$ cat config.mk
export PLATFORM = sky130hd
export DESIGN_NAME = seq_mul_ctrl
export DESIGN_NICKNAME = d
export VERILOG_FILES = /design/src/rtl/seq_mul_ctrl.sv
export SDC_FILE = /design/constraint.sdc
export NUM_CORES = 1
export LEC_CHECK = 0
export ABC_AREA = 1
export ABC_CLOCK_PERIOD_IN_PS = 1900
export CAP_MARGIN = 20
export CORE_MARGIN = 3
export CORE_UTILIZATION = 51
export CTS_BUF_LIST = sky130_fd_sc_hd__clkbuf_8
export CTS_CLUSTER_SIZE = 16
export DETAILED_ROUTE_END_ITERATION = 8
export PLACE_DENSITY_LB_ADDON = 0.05
export SKIP_LAST_GASP = 1
export SLEW_MARGIN = 20
export SYNTH_ARGS = -nofsm -noshare
export SYNTH_HDL_FRONTEND = slang
export SYNTH_SLANG_ARGS = --single-unit
export TNS_END_PERCENT = 50
$ cat constraint.sdc
create_clock -name i_w_clk -period 1.9 [get_ports i_w_clk]
set_input_delay 0.475 -clock i_w_clk [delete_from_list [all_inputs] [get_ports i_w_clk]]
set_output_delay 0.475 -clock i_w_clk [all_outputs]
set_load 0.1 [all_outputs]
$ cat src/rtl/seq_mul_ctrl.sv
// Two-requester round-robin front end sharing one shift-and-add unsigned multiplier.
// Optional macro SEQ_MUL_EARLY_EXIT_EN ends the CALC phase once the remaining multiplier is zero.
module seq_mul_ctrl #(
    parameter int p_width = 8
) (
    input  logic                   i_w_clk,
    input  logic                   i_w_rst_n,
    input  logic                   i_w_valid0,
    input  logic                   i_w_valid1,
    input  logic [p_width-1:0]     i_w_a0,
    input  logic [p_width-1:0]     i_w_b0,
    input  logic [p_width-1:0]     i_w_a1,
    input  logic [p_width-1:0]     i_w_b1,
    output logic                   o_w_ready0,
    output logic                   o_w_ready1,
    output logic [2*p_width-1:0]   o_w_p,
    output logic                   o_w_id,
    output logic                   o_w_valid,
    input  logic                   i_w_ready,
    output logic                   o_w_busy
);

    localparam int lp_pw = 2 * p_width;
    localparam int lp_cw = (p_width > 2) ? $clog2(p_width) : 1;
    localparam logic [lp_cw-1:0] lp_cnt_last = lp_cw'(p_width - 1);

    typedef enum logic [1:0] {
        ST_IDLE,
        ST_CALC,
        ST_DONE
    } state_t;

    state_t                r_state;
    state_t                w_state_nxt;
    logic [lp_pw-1:0]      r_mcand;
    logic [p_width-1:0]    r_mplier;
    logic [lp_pw-1:0]      r_acc;
    logic [lp_cw-1:0]      r_count;
    logic                  r_id;
    logic                  r_last;

    logic                  w_grant0;
    logic                  w_grant1;
    logic                  w_xfer;
    logic [p_width-1:0]    w_sel_a;
    logic [p_width-1:0]    w_sel_b;
    logic [p_width-1:0]    w_mplier_shr;
    logic [lp_pw-1:0]      w_acc_sum;
    logic                  w_calc_last;

    // Arbitration is only live in IDLE; a tie goes to the requester not served last.
    always_comb begin
        // NOTE: every always_comb output gets a default first so no path can infer a latch.
        w_grant0 = 1'b0;
        w_grant1 = 1'b0;
        if (r_state == ST_IDLE) begin
            if (i_w_valid0 && i_w_valid1) begin
                w_grant0 = r_last;
                w_grant1 = ~r_last;
            end else begin
                w_grant0 = i_w_valid0;
                w_grant1 = i_w_valid1;
            end
        end
    end

    assign w_xfer  = (w_grant0 & i_w_valid0) | (w_grant1 & i_w_valid1);
    assign w_sel_a = w_grant1 ? i_w_a1 : i_w_a0;
    assign w_sel_b = w_grant1 ? i_w_b1 : i_w_b0;

    assign w_mplier_shr = r_mplier >> 1;
    assign w_acc_sum    = r_mplier[0] ? (r_acc + r_mcand) : r_acc;

`ifdef SEQ_MUL_EARLY_EXIT_EN
    assign w_calc_last = (r_count == lp_cnt_last) || (w_mplier_shr == '0);
`else
    assign w_calc_last = (r_count == lp_cnt_last);
`endif

    always_ff @(posedge i_w_clk or negedge i_w_rst_n) begin
        // NOTE: sequential state is written with non-blocking assignments only.
        if (!i_w_rst_n) begin
            r_state <= ST_IDLE;
        end else begin
            r_state <= w_state_nxt;
        end
    end

    always_comb begin
        w_state_nxt = r_state;
        case (r_state)
            ST_IDLE: if (w_xfer)      w_state_nxt = ST_CALC;
            ST_CALC: if (w_calc_last) w_state_nxt = ST_DONE;
            ST_DONE: if (i_w_ready)   w_state_nxt = ST_IDLE;
            default:                  w_state_nxt = ST_IDLE;
        endcase
    end

    always_ff @(posedge i_w_clk or negedge i_w_rst_n) begin
        if (!i_w_rst_n) begin
            r_mcand  <= '0;
            r_mplier <= '0;
            r_acc    <= '0;
            r_count  <= '0;
            r_id     <= 1'b0;
            r_last   <= 1'b1;
        end else begin
            if (w_xfer) begin
                r_mcand  <= {{p_width{1'b0}}, w_sel_a};
                r_mplier <= w_sel_b;
                r_acc    <= '0;
                r_count  <= '0;
                r_id     <= w_grant1;
            end else if (r_state == ST_CALC) begin
                r_acc    <= w_acc_sum;
                r_mcand  <= r_mcand << 1;
                r_mplier <= w_mplier_shr;
                r_count  <= r_count + lp_cw'(1);
            end
            if ((r_state == ST_DONE) && i_w_ready) begin
                r_last <= r_id;
            end
        end
    end

    assign o_w_ready0 = w_grant0;
    assign o_w_ready1 = w_grant1;
    assign o_w_valid  = (r_state == ST_DONE);
    assign o_w_p      = o_w_valid ? r_acc : '0;
    assign o_w_id     = o_w_valid & r_id;
    assign o_w_busy   = (r_state != ST_IDLE);

endmodule

Word level (Yosys, flattened, before mapping)
Index checks and enable logic that the tools add are counted.
{ "totals": {"output_inout_bits": 21, "word_cells": 48, "reg_bits": 47, "in_bits": 37} }
{ "classes": {"add_sub_neg": 2, "n_mux": 20, "n_eq_ne": 6, "n_reduce_logical": 8, "bitwise": 5} }
{ "ops": {"columns": ["cell", "n"], "rows": [
  ["$mux W16", 6],
  ["$mux W8", 4],
  ["$add A16 B16 Y16", 1],
  ["$mux W2", 3],
  ["$mux W3", 2],
  ["$pmux W2 S3", 1],
  ["$reduce_bool A2 Y1", 3],
  ["$mux W1", 4],
  ["$ne A2 B2 Y1 const B", 2],
  ["$add A3 B1 Y3 const B", 1],
  ["$and A1 B1 Y1", 3],
  ["$eq A3 B3 Y1 const B", 1],
  ["$reduce_and A3 Y1", 1],
  ["$eq A2 B1 Y1 const B", 1],
  ["$eq A2 B2 Y1 const B", 1],
  ["$logic_and A1 B1 Y1", 2],
  ["$logic_not A2 Y1", 1],
  ["$ne A2 B1 Y1 const B", 1],
  ["$reduce_and A2 Y1", 1],
  ["$not A1 Y1", 1],
  ["$or A1 B1 Y1", 1]
]} }

Depth between registers and ports, before layout
Gate-level depths: netlist of run 1.
{ "logic_depth": {"word_depth": 7, "mapped_depth": 11, "mapped_depth_nobuf": 11} }

Least setup slack after synthesis of run 1
OpenSTA, ideal clock, no wires.
{ "synth_timing": {"kind": "register to output", "startpoint": "register r_state[1]", "endpoint": "output port o_w_p[10]", "arrival_time_ns": 3.505, "setup_slack_ns": -2.080, "n_path_buf": 1, "stages_incl_launch_ff": 6, "required_ns": 1.425, "path_cell_list": "dfrtp_1 > inv_1 > nor2_1 > inv_2 > buf_2 > nor2_1"} }
{ "synth_via": {"elab_chain_len": 2} }
{ "synth_rtl": {"columns": ["element", "line_no", "rtl"], "rows": [
  ["start, declared", "33", "state_t r_state;"],
  ["start signal, assigned", "85", "r_state <= w_state_nxt;"],
  ["$eq A2 B2 Y1", "128", "assign o_w_valid = (r_state == ST_DONE);"],
  ["named net o_w_valid", "18", "output logic o_w_valid,"],
  ["$mux W16", "129", "assign o_w_p = o_w_valid ? r_acc : '0;"],
  ["end, declared", "16", "output logic [2*p_width-1:0] o_w_p,"]
]} }
The timed path passes the listed nets, and every way through them passes these cells.

Worst setup path after layout of run 1
{ "layout_timing": {"startpoint": "register r_state[0]", "endpoint": "output port o_w_p[9]"} }
{ "layout_via": {"elab_chain_len": 2} }
{ "layout_rtl": {"columns": ["element", "line_no"], "rows": [
  ["$eq A2 B2 Y1", "128"],
  ["$mux W16", "129"]
]} }
Every way passes these cells.

==> out/results.txt, run 1 <==
die area -> 7220 µm²
# nets final -> 545
crit-path cells -> nor2_4, buf_6, inv_6, nor2_4, buf_12
post-synthesis compound-gate area fraction -> 14.8%
Avg Cell Area, Syn -> 7.61 µm²
vias in the first global route -> 2975
Max-cap violations -> 0
Reg clk slew, reported paths -> 0.10 ns
Hold Path Class -> input pin to asynchronous set/reset pin
clock share of power -> 11.0%
synthesized flop and latch total -> 47
Max stage delay on crit path -> 0.46 ns
clock sinks -> 47
Die Height -> 85.0 µm
Slew Viols, Final -> 0
met3 usage -> 3.69%
most frequent cells in the layout -> nand2_1, inv_1, dfrtp_1
Worst Path Arrival -> 1.43 ns
largest family of logic cells by synthesized area -> simple AND/OR/NAND/NOR gates
grt total ovfl -> 0
via count -> 2962
Core ar. -> 5990 µm²
Switching Fraction -> 49.3%
routability cong. -> 0.916
P_int -> 3.10 mW
met1 Usage GRT -> 29.6%
# fillers -> 465
commonest non-fill, non-tap cell in the layout -> nand2_1
area share of fa/ha/maj cells after synthesis -> 7.32%
final core occ -> 73.7%
Hold-fix buffers, CTS -> 0
gr usage total -> 22.4%
clk_lat worst skew -> 0.31 ns
CP max-delay cell -> dfrtp_2
layout cells sized above 1 -> 20.0%
num rows -> 28
Reg power frac -> 29.0%
largest net degree at the start of global routing -> 48
clock buffer depth -> 2
Post-Synth XOR/XNOR Area -> 1.38%
DRC Markers -> 0
PwrDens -> 1380 nW/µm²
area of the multi-input gates -> 1770 µm²
register area -> 1180 µm²
RSZ-0062 raised after global routing -> yes
leak pwr -> 2.16 nW
first drt pass iteration count -> 4
peak supply drop -> 0.000752 V
Post-synth ARST share -> 100%
CP most frequent cell -> nor2_4
power share of the combinational group -> 60.0%
CP required -> 1.42 ns
CP Class -> register to primary output
total wire length -> 7820 µm
root buffer cell -> clkbuf_8
endpoints failing hold -> 0
minimum clock period -> 1.91 ns
Syn Inst Count -> 418
# setup viols final -> 9
Crit path max-delay family -> flip-flops
CP Capture Type -> primary output
die width -> 85.0 µm
initial antenna violation count -> 0
Seq/Total Area, Yosys -> 37.0%
Post-synth top flop -> dfrtp_1
failing checks -> setup timing
post-synthesis mux area share -> 0.630%
Final ANT Viol Nets -> 0
CTS tree -> built
Cell Area, Synth -> 3180 µm²
Final WS setup -> -0.00989 ns
Net Count, Synth -> 473
status -> complete, but fails checks
simple-gate share of the synthesized area -> 26.7%
hpwl dp -> 5940 µm
most used routing layer -> met2
crit share post-route -> 101%
I/O Pins -> 58
Slew HR -> 77.1%
fmax -> 524 MHz
Cell variety after synth -> 39
CTS H-tree lvls -> 2
net switching power -> 3.01 mW
diodes inserted -> 0
Worst setup SP type -> register
WP buf/inv -> 3
worst slew pin tran -> 0.343 ns
first-pass GRT wire length -> 13300 µm
Area Overhead vs Synth -> 38.9%
routed len/inst -> 13.8 µm
met2 Use GR -> 38.5%
port buffer count -> 57
EDFF count, synth -> 0
worst clock skew -> 0.0116 ns
CTS buffer count -> 5
Initial DRC Count -> 160
Yosys warning count -> 0
Starting Density -> 53.1%
Fin Hold WS -> 0.121 ns
Vias per Instance -> 5.23
critical path peak fanout -> 9
Yosys cell counts (2+ instances only):
cell	instances	area share [%]
nand2_1	103	12
inv_1	76	9.0
dfrtp_1	46	36
nor2_1	31	3.7
nand3_1	28	4.4
ha_1	17	6.7
or2_0	12	2.4
a21oi_1	10	1.6
o211ai_1	10	2.4
a22oi_1	9	2.1
o21ai_0	8	1.3
inv_2	7	0.83
o211ai_2	7	2.8
o22ai_1	6	1.2
o21ai_1	5	0.79
o221ai_1	5	1.4
buf_6	4	1.4
buf_2	3	0.47
nand2_4	3	1.1
nor3_1	3	0.47
xor2_1	3	0.83
mux2i_1	2	0.63
nand3b_1	2	0.47
or2_1	2	0.39
xnor2_1	2	0.55
what timing repair did:
item                       CTS  global route
setup endpoints to repair   19            20
setup buffers                1             4
cloned                       0             1
pin swaps                    1             3
gates resized for setup      3            10
layer usage:
layer	vias up	wire, µm
li1	1493	-
met1	1402	3500
met2	57	3950
met3	10	292
met4	0	78
met5	-	0
final timing paths:
kind                                    startpoint                       to  slack, ns  cells after the start
max reg2reg                 r_mcand[0]$_DFFE_PN0P_    r_acc[12]$_DFFE_PN0P_       0.11                     11
min                                      i_w_rst_n     r_acc[3]$_DFFE_PN0P_       0.12                      2
max                         r_state[0]$_DFFE_PN0P_                 o_w_p[9]      -0.01                      5
min in group i_w_clk       r_mplier[4]$_DFFE_PN0P_  r_mplier[4]$_DFFE_PN0P_       0.51                      2
min reg2reg                r_mplier[4]$_DFFE_PN0P_  r_mplier[4]$_DFFE_PN0P_       0.51                      2
max in group asynchronous                i_w_rst_n       r_last$_DFFE_PN1P_       1.48                      2
power by group through the flow:
stage | combinational (mW) | sequential (mW) | clock, mW
3_3_place_gp | 3.50 | 1.76 | 0
3_5_place_dp | 3.59 | 1.78 | 0
5_1_grt | 4.12 | 1.82 | 0.733
4_1_cts | 3.61 | 1.76 | 0.684
6_report | 3.66 | 1.77 | 0.673
2_1_floorplan | 2.76 | 1.68 | 0
cell families after synthesis:
kind of cell / count (synthesis)
adder cells (fa/ha/maj): 18
AO/OA/AOI/OAI: 64
buffers and inverters: 92
flip-flops: 47
XOR/XNOR: 5
AND/OR/NAND/NOR: 190
multiplexers: 2
worst register-to-register path, stage by stage, from the launching register on:
cell     delay (ns)
dfrtp_1        0.39
ha_2           0.19
inv_1          0.05
fa_1           0.41
inv_1          0.11
nand3_1        0.09
nand3_2        0.11
nand3_1        0.10
nand3_1        0.08
nand2_1        0.05
nand3_1        0.08
nand2_1        0.05
state kept, by name, summed over array words and instances (netlist names):
name	cells
r_last	1
r_mplier	8
r_id	1
r_count	3
r_state	2
r_acc	16
r_mcand	16
cell type report:
class                           instances  area share (%)
Multi-Input combinational cell        279            40.1
Sequential cell                        47            26.7
Timing Repair Buffer                   72            21.1
Inverter                               84            7.54
Tap cell                               75            2.12
Clock buffer                            5            1.56
Clock inverter                          3           0.623
Timing Repair inverter                  1           0.198
metrics by stage:
stage / power [mW] / setup slack, ns / TNS, ns / instances / instance area, µm²
finish: 6.11 / -0.00989 / -0.0604 / 566 / 4420
global placement: 5.26 / -0.0612 / -0.0676 / 552 / 4230
floorplan: 4.44 / -0.469 / -6.63 / 418 / 3340
global route: 6.68 / -0.0495 / -0.623 / 566 / 4420
CTS: 6.05 / -0.0240 / -0.0409 / 561 / 4340
detailed placement: 5.37 / -0.0779 / -0.136 / 552 / 4230
Note: power is estimated with default switching activity, not from simulation.
==> inputs of run 2 (changes only) <==
Settings changed: ABC_CLOCK_PERIOD_IN_PS 1900 to 2000.
Clock period 1.9 ns to 2 ns, I/O delays scaled along.
==> out/results.txt, run 2 (same netlist as run 1, synthesis figures left out) <==
status -> completed (was complete, but fails checks)
PwrDens -> 1340 nW/µm² (was 1380 nW/µm²)
routed len/inst -> 13.8 µm (about the same)
most frequent cells in the layout -> nand2_1, inv_1, dfrtp_1 (unchanged)
die width -> 85.0 µm (unchanged)
Hold-fix buffers, CTS -> 0 (unchanged)
Setup WS pre-CTS -> 0.00729 ns (was -0.0779 ns)
# fillers -> 464 (was 465)
minimum clock period -> 1.96 ns
Slew Viols, Final -> 0 (unchanged)
clock share of power -> 14.5% (was 11.0%)
Vias per Instance -> 5.17 (was 5.23)
crit-path cells -> clkdlybuf4s50_1, buf_4, nand3_4, inv_4, buf_12 (was nor2_4, buf_6, inv_6, nor2_4, buf_12)
critical path peak fanout -> 3 (was 9)
Max stage delay on crit path -> 0.49 ns (was 0.46 ns)
Initial DRC Count -> 124 (was 160)
Worst Path Arrival -> 1.46 ns (was 1.43 ns)
Switching Fraction -> 47.3% (was 49.3%)
end of the critical path -> o_w_ready1 (was o_w_p[9])
num rows -> 28 (unchanged)
gr usage total -> 22.4% (about the same)
worst clock skew -> 0.00465 ns (was 0.0116 ns)
Core ar. -> 5990 µm² (unchanged)
CP max-delay cell -> clkdlybuf4s50_1 (was dfrtp_2)
via count -> 2929 (was 2962)
routability cong. -> 0.934 (was 0.916)
first-pass GRT wire length -> 13100 µm (was 13300 µm)
placed cells -> 553 (was 552)
# nets final -> 546 (was 545)
CP Class -> input pin to primary output (was register to primary output)
CTS buffer count -> 5 (unchanged)
launch point of the worst path -> i_w_valid1 (was r_state[0]$_DFFE_PN0P_)
fmax -> 509 MHz
Die Height -> 85.0 µm (unchanged)
CP required -> 1.50 ns (was 1.42 ns)
Final WS setup -> 0.0357 ns (was -0.00989 ns)
root buffer cell -> clkbuf_8 (unchanged)
Area Overhead vs Synth -> 39.6% (was 38.9%)
I/O Pins -> 58 (unchanged)
Largest regs -> r_acc (16), r_mcand (16), r_mplier (8) (unchanged)
vias in the first global route -> 2919 (was 2975)
power share of the combinational group -> 57.4% (was 60.0%)
clock sinks -> 47 (unchanged)
leak pwr -> 2.18 nW (was 2.16 nW)
P_int -> 3.13 mW (was 3.10 mW)
CTS H-tree lvls -> 2 (unchanged)
Reg clk slew, reported paths -> 0.10 ns (about the same)
Reg power frac -> 28.1% (was 29.0%)
register area -> 1180 µm² (unchanged)
total wire length -> 7830 µm (was 7820 µm)
Worst setup SP type -> input pin (was register)
final cell count without fillers -> 567 (was 566)
grt total ovfl -> 0 (unchanged)
Starting Density -> 53.1% (unchanged)
R2R cell count -> 11 (unchanged)
die area -> 7220 µm² (unchanged)
R2R Setup Slk -> 0.12 ns (was 0.11 ns)
initial antenna violation count -> 0 (unchanged)
r2r startpoint -> r_mcand[0]$_DFFE_PN0P_ (unchanged)
FF-to-FF End -> r_acc[12]$_DFFE_PN0P_ (unchanged)
clock buffer depth -> 2 (unchanged)
Final ANT Viol Nets -> 0 (unchanged)
diodes inserted -> 0 (unchanged)
net switching power -> 2.82 mW (was 3.01 mW)
DRC Markers -> 0 (unchanged)
peak supply drop -> 0.000782 V (was 0.000752 V)
final setup TNS -> 0 ns (was -0.0604 ns)
clk_lat worst skew -> 0.31 ns (about the same)
Fin Hold WS -> 0.154 ns (was 0.121 ns)
CTS tree -> built (unchanged)
worst slew pin tran -> 0.329 ns (was 0.343 ns)
area of the multi-input gates -> 1760 µm² (was 1770 µm²)
endpoints failing hold -> 0 (unchanged)
total power -> 5.95 mW (was 6.11 mW)
commonest non-fill, non-tap cell in the layout -> nand2_1 (unchanged)
RSZ-0062 raised after global routing -> yes (unchanged)
crit share post-route -> 98.2%
Slew HR -> 78.0% (was 77.1%)
Max-cap violations -> 0 (unchanged)
hpwl dp -> 5990 µm (was 5940 µm)
layout cells sized above 1 -> 19.3% (was 20.0%)
largest net degree at the start of global routing -> 48 (unchanged)
port buffer count -> 57 (unchanged)
first drt pass iteration count -> 4 (unchanged)
Hold Path Class -> input pin to asynchronous set/reset pin (unchanged)
# setup viols final -> 0 (was 9)
CP Capture Type -> primary output (unchanged)
[run 2: worst min-delay path by stage]
stage,from,to,slack [ns],depth (start not counted)
2_1_floorplan,i_w_rst_n,r_acc[0]$_DFFE_PN0P_,0.20,0
3_3_place_gp,r_count[2]$_DFFE_PN0P_,r_count[2]$_DFFE_PN0P_,0.48,2
3_5_place_dp,r_mplier[3]$_DFFE_PN0P_,r_mplier[3]$_DFFE_PN0P_,0.48,2
4_1_cts,i_w_rst_n,r_acc[7]$_DFFE_PN0P_,0.17,2
5_1_grt,i_w_rst_n,r_acc[4]$_DFFE_PN0P_,0.18,2
6_report,i_w_rst_n,r_acc[3]$_DFFE_PN0P_,0.15,2
[run 2: through the flow]
step	instance area, µm²	utilization [%]
after floorplan	3340	-
after global placement	4220	70.5
after detailed placement	4220	70.5
after CTS	4370	73.0
after global routing	4440	74.1
final	4440	74.1
[run 2: metal layers]
metal,part of all wire [%],routed length [µm],track usage (%),vias up
met5,0,0,0,-
met4,1.4,109,7.63,0
met3,3.3,256,3.40,8
met2,50,3940,38.6,48
met1,45,3530,28.7,1375
li1,-,-,-,1498
[run 2: power groups by stage]
stage,Clock (mW),Sequential (mW),Combinational [mW]
floorplan,0,1.59,2.62
global placement,0,1.67,3.28
detailed placement,0,1.68,3.38
CTS,0.873,1.67,3.40
global route,0.907,1.73,3.84
finish,0.863,1.68,3.41
[run 2: cell type report]
type                    instances  area share (%)
multi-input cells             279            39.7
flip-flops and latches         47            26.6
repair buffers                 73            20.8
inverters                      84            7.50
well taps                      75            2.12
clock inverters                 3            1.61
clock buffers                   5            1.55
repair inverters                1           0.197
[run 2: what timing repair did]
action | 4_1_cts | 5_1_grt
cloned | 0 | 1
endpoints found under the setup margin | 18 | 9
setup buffers | 1 | 4
gates resized for setup | 1 | 6
pin swaps | 1 | 1
[run 2: worst max-delay path: cells and delay by family]
family | cells | cell delay (ns)
AND/OR/NAND/NOR | 1 | 0.09
buffers and inverters | 4 | 0.87
